==> config.mk <==
export PLATFORM = sky130hd
export DESIGN_NAME = reg_pipe
export DESIGN_NICKNAME = d
export VERILOG_FILES = /design/src/rtl/reg_pipe_pkg.sv /design/src/rtl/reg_pipe_stage.sv /design/src/rtl/reg_pipe.sv
export SDC_FILE = /design/constraint.sdc
export NUM_CORES = 1
export LEC_CHECK = 0
export CAP_MARGIN = 20
export CORE_MARGIN = 2
export CORE_UTILIZATION = 52
export DETAILED_ROUTE_END_ITERATION = 6
export PLACE_DENSITY = 0.78
export SYNTH_ARGS = -nofsm -noshare
export SYNTH_HDL_FRONTEND = slang
export SYNTH_SLANG_ARGS = --single-unit
==> constraint.sdc <==
create_clock -name clk -period 1.3 [get_ports clk]
set_input_delay 0.195 -clock clk [delete_from_list [all_inputs] [get_ports clk]]
set_output_delay 0.195 -clock clk [all_outputs]
set_load 0.02 [all_outputs]
==> src/rtl/reg_pipe_pkg.sv <==
// rtl/reg_pipe_pkg.sv - shared defaults and occupancy width helper for reg_pipe
package reg_pipe_pkg;

    localparam int DEFAULT_WIDTH = 8;
    localparam int DEFAULT_DEPTH = 4;

    // Occupancy counter must hold 0..depth inclusive.
    function automatic int occ_w(input int depth);
        return (depth < 1) ? 1 : $clog2(depth + 1);
    endfunction

endpackage

==> src/rtl/reg_pipe_stage.sv <==
// rtl/reg_pipe_stage.sv - one pipeline stage: valid bit plus load-enabled data register
module reg_pipe_stage
    import reg_pipe_pkg::*;
#(
    parameter int              WIDTH      = DEFAULT_WIDTH,
    parameter logic [WIDTH-1:0] RESET_DATA = '0
) (
    input  logic             clk,
    input  logic             rst,
    input  logic             flush,
    input  logic             adv,
    input  logic             prev_valid,
    input  logic [WIDTH-1:0] prev_data,
    output logic             valid,
    output logic [WIDTH-1:0] data
);

    always_ff @(posedge clk) begin
        if (rst) begin
            valid <= 1'b0;
            data  <= RESET_DATA;
        end else begin
            if (flush) begin
                valid <= 1'b0;
            end else if (adv) begin
                valid <= prev_valid;
            end
            // Data only moves with a real beat so idle stages keep their last value.
            if (adv && prev_valid && !flush) begin
                data <= prev_data;
            end
        end
    end

endmodule

==> src/rtl/reg_pipe.sv <==
// rtl/reg_pipe.sv - DEPTH-stage valid/ready register pipeline; REG_PIPE_OCC_EN adds the occ port
module reg_pipe
    import reg_pipe_pkg::*;
#(
    parameter int               WIDTH      = DEFAULT_WIDTH,
    parameter int               DEPTH      = DEFAULT_DEPTH,
    parameter logic [WIDTH-1:0] RESET_DATA = '0
) (
    input  logic             clk,
    input  logic             rst,
    input  logic             flush,
    input  logic             in_valid,
    output logic             in_ready,
    input  logic [WIDTH-1:0] in_data,
    output logic             out_valid,
    input  logic             out_ready,
    output logic [WIDTH-1:0] out_data
`ifdef REG_PIPE_OCC_EN
    ,
    output logic [occ_w(DEPTH)-1:0] occ
`endif
);

    if (DEPTH < 1) begin : g_depth_check
        $error("reg_pipe: DEPTH must be at least 1");
    end

    logic [DEPTH-1:0] stage_valid;
    logic [DEPTH-1:0] adv;
    logic [WIDTH-1:0] stage_data [DEPTH];

    // A stage may move when it is empty or the stage after it moves; this lets bubbles collapse.
    always_comb begin
        adv = '0;
        adv[DEPTH-1] = !stage_valid[DEPTH-1] | out_ready;
        for (int i = DEPTH - 2; i >= 0; i--) begin
            adv[i] = !stage_valid[i] | adv[i+1];
        end
    end

    assign in_ready  = adv[0] & ~flush;
    assign out_valid = stage_valid[DEPTH-1];
    assign out_data  = stage_data[DEPTH-1];

    for (genvar i = 0; i < DEPTH; i++) begin : g_stage
        logic             pv;
        logic [WIDTH-1:0] pd;

        if (i == 0) begin : g_head
            assign pv = in_valid & in_ready;
            assign pd = in_data;
        end else begin : g_body
            assign pv = stage_valid[i-1];
            assign pd = stage_data[i-1];
        end

        reg_pipe_stage #(
            .WIDTH      (WIDTH),
            .RESET_DATA (RESET_DATA)
        ) u_stage (
            .clk        (clk),
            .rst        (rst),
            .flush      (flush),
            .adv        (adv[i]),
            .prev_valid (pv),
            .prev_data  (pd),
            .valid      (stage_valid[i]),
            .data       (stage_data[i])
        );
    end

`ifdef REG_PIPE_OCC_EN
    logic in_fire;
    logic out_fire;

    assign in_fire  = in_valid & in_ready;
    assign out_fire = stage_valid[DEPTH-1] & out_ready;

    // Beats only enter at stage 0 and leave at the last stage, so +/-1 tracks popcount(valid).
    always_ff @(posedge clk) begin
        if (rst || flush) begin
            occ <= '0;
        end else begin
            case ({in_fire, out_fire})
                2'b10:   occ <= occ + 1'b1;
                2'b01:   occ <= occ - 1'b1;
                default: occ <= occ;
            endcase
        end
    end
`endif

endmodule

==> results of run 1 <==
-- cells in the final DEF (no fill, tap or decap), drive strengths merged, types with 3 or more instances in the layout --
cell type and n:
nor2b 4, clkdlybuf4s50 11, o21ai 24, o21a 3, buf 16, clkbuf 5, nand2b 21, dfxtp 36
mux2i 8, nand3 24, a21oi 27, dlygate4sd2 9
-- final cells by class --
type                    count  area share [%]
flip-flops and latches     36            38.7
repair buffers             36            17.7
clock buffers               5            2.00
multi-input cells         117            37.3
clock inverters             3            2.27
well taps                  31            2.07
-- power groups by stage --
stage	Clock [mW]	Sequential, mW	Combinational [mW]
6_report	0.785	1.13	0.144
5_1_grt	0.849	1.13	0.156
4_1_cts	0.794	1.13	0.145
3_5_place_dp	0	1.15	0.146
3_3_place_gp	0	1.15	0.141
2_1_floorplan	0	1.15	0.0705
-- timing repair --
action | in CTS | in global routing
endpoints found under the hold margin | 0 | 0
hold buffers | 0 | 0
setup endpoints to repair | 17 | 5
resized for setup | 19 | 3
pin swaps | 1 | 1
-- metal layers --
layer  global-route usage [%]  up-vias
li1                         -      643
met1                     20.3      565
met2                     36.5       29
met3                     4.76        4
met4                     8.97        0
met5                        0        -
-- worst max-delay path, cell delays in order (launching register included) --
cell and delay, ns:
dfxtp_2 0.34, and4b_4 0.20, a21oi_2 0.11, buf_4 0.15
-- flip-flops by register name (all words and copies together), names as in the netlist --
| register | count |
|---|---|
| g_stage.u_stage.data | 32 |
| g_stage.u_stage.valid | 4 |
-- path summary, 6_finish.rpt --
| check | slack, ns | endpoint |
|---|---|---|
| hold reg to reg | 0.47 | g_stage[2].u_stage.data[2] |
| hold / removal | 0.42 | g_stage[0].u_stage.data[5] |
| setup / recovery | -0.02 | in_ready |
| setup reg to reg | 0.06 | g_stage[0].u_stage.data[0] |
-- cell families (layout without fill, tap and decap cells) --
family,count (synthesis),after routing,share of synthesized area [%]
buf+inv,13,44,4.40
mux,8,8,5.41
flops,36,36,48.7
compound gates,54,54,19.5
simple gates,55,55,21.9
-- through the flow --
| step | cell area [um^2] | total power, mW | std cells |
|---|---|---|---|
| after floorplan | 1480 | 1.22 | 166 |
| after global placement | 1810 | 1.29 | 220 |
| final | 1870 | 2.06 | 228 |
| after detailed placement | 1810 | 1.30 | 220 |
| after CTS | 1880 | 2.07 | 228 |
| after global routing | 1870 | 2.14 | 228 |
==> key figures, run 1 <==
Logic synthesis
  – Syn_nets: 179
  – Unique cell type count in the Yosys netlist: 21
  – Synth top cells by count: dfxtp_1 (36), a21oi_1 (26), nand3_1 (24)
  – Yosys top cell area share: 48.7%
  – Largest area contributor in the netlist: dfxtp_1
  – Ys flop type: dfxtp_1
  – Post-synth EDFFs: 0
  – Sequential element share of the synthesized area: 48.7%
  – Mapped Area: 1480 um^2
  – Cells after Synth: 166
  – Synth area leaders: dfxtp_1 (49%), nand2b_1 (8.9%), a21oi_1 (8.8%)
  – Asr flop ratio synth: 0%
  – Synthesized area per cell: 8.91 um^2
  – Most frequent cell after synthesis: dfxtp_1
  – Ys Warns: 0
  – Seq cells post-synth: 36

Routing
  – Via count: 1241
  – DRC Markers: 0
  – Wl on met1: 1.16 mm
  – Mean routed wirelength per cell: 12.1 um
  – Vias per Instance: 5.44
  – Antenna Nets Post-Route: 0
  – Final wirelength: 2.75 mm
  – Top Metal Used: met4
  – DR iter-0 viols: 18
  – First-pass DRT Iterations: 4
  – WL met2: 1.45 mm
  – Met3 routed WL: 107 um

Power
  – Internal power: 1.60 mW
  – Cell Pwr Density: 1100 nW/um^2
  – Register share of total power: 54.9%
  – Worst vdd ir: 1.17 mV
  – NetSw: 451 uW
  – LEAKAGE: 0.690 nW
  – Switching share of power: 22.0%
  – Clock power frac: 38.2%
  – Gate power share: 7.0%

STA
  – Setup clock skew after layout: 0.00648 ns
  – Final hold viol count: 0
  – Final period utilization: 102%
  – Slew HR: 80.2%
  – TNS Setup: -0.0223 ns
  – Post-layout min period: 1.32 ns
  – F_max: 756 MHz
  – Least-Margin Pin Slew: 0.297 ns
  – Hold_ws: 0.416 ns
  – RSZ-0062 raised after global routing: yes
  – Final worst slack: -0.0223 ns
  – # setup viols final: 1
  – Final Max Slew Viols: 0

Cells and area
  – Sequential Area: 724 um^2
  – Final core utilization: 68.6%
  – Area occupied by multi-input gates: 699 um^2
  – Number of filler cells placed in the layout: 225
  – Area growth syn-to-layout: 26.7%
  – Post-layout net count: 209
  – Share of cells above drive strength 1: 15.7%
  – Diodes inserted: 0

Place
  – DP HPWL: 2.04 mm
  – PortBufs: 22
  – Pre-CTS setup slack: -0.519 ns
  – Gpl congestion: 0.709

Clocking
  – CTS tree: yes
  – CTS root buffer: clkbuf_4
  – Total CTS buffers: 5
  – Sink Count: 36
  – Clock transition at path regs: 0.12 ns
  – Clock Tree Buf Depth: 2
  – Post-CTS setup repair buffer count: 0
  – Max H-tree Level: 2
  – Latest clock arrival within the worst-skew pair: 0.33 ns

Critical path
  – Max FO, Critical Path: 2
  – Cells on worst reg2reg path: 5
  – Crit path arrival time: 1.13 ns
  – Crit. End Element: output port
  – CP startpoint kind: flop
  – Reg-to-Reg Start: g_stage[1].u_stage.valid
  – CP required: 1.11 ns
  – Worst Setup Path Type: flop to output port
  – Critical Path Start: g_stage[1].u_stage.valid

Global routing
  – Number of global-route vias before repair: 1204
  – Initial antenna violation count: 0
  – Overall Global Routing Usage: 19.5%
  – Pin count of the biggest net entering global routing: 30
  – First-pass GRT wire length: 4.95 mm
  – GRT overflow: 0

Floorplan
  – Rows: 19
  – Core area: 2730 um^2
  – IO Count: 23
  – DIE AREA: 3290 um^2
  – Die Height: 57.3 um
  – DIE WIDTH: 57.3 um
  – Initial core utilization: 54.1%

Outcome
  – Failing checks: setup timing
  – Status: finished, violations left

Worst hold path
  – Min-Delay Startpoint: in_data[5]
  – Cell count of the worst hold path: 3
  – Worst hold path class: input pin to flop

Job
  – Max cap viols: 0
(Power assumes the default switching activity.)
==> inputs of run 2 (changes only) <==
Settings changed: GPL_ROUTABILITY_DRIVEN set to 0.
==> results of run 2 <==
No change in the layout: final DEF, timing and power equal those of run 1.
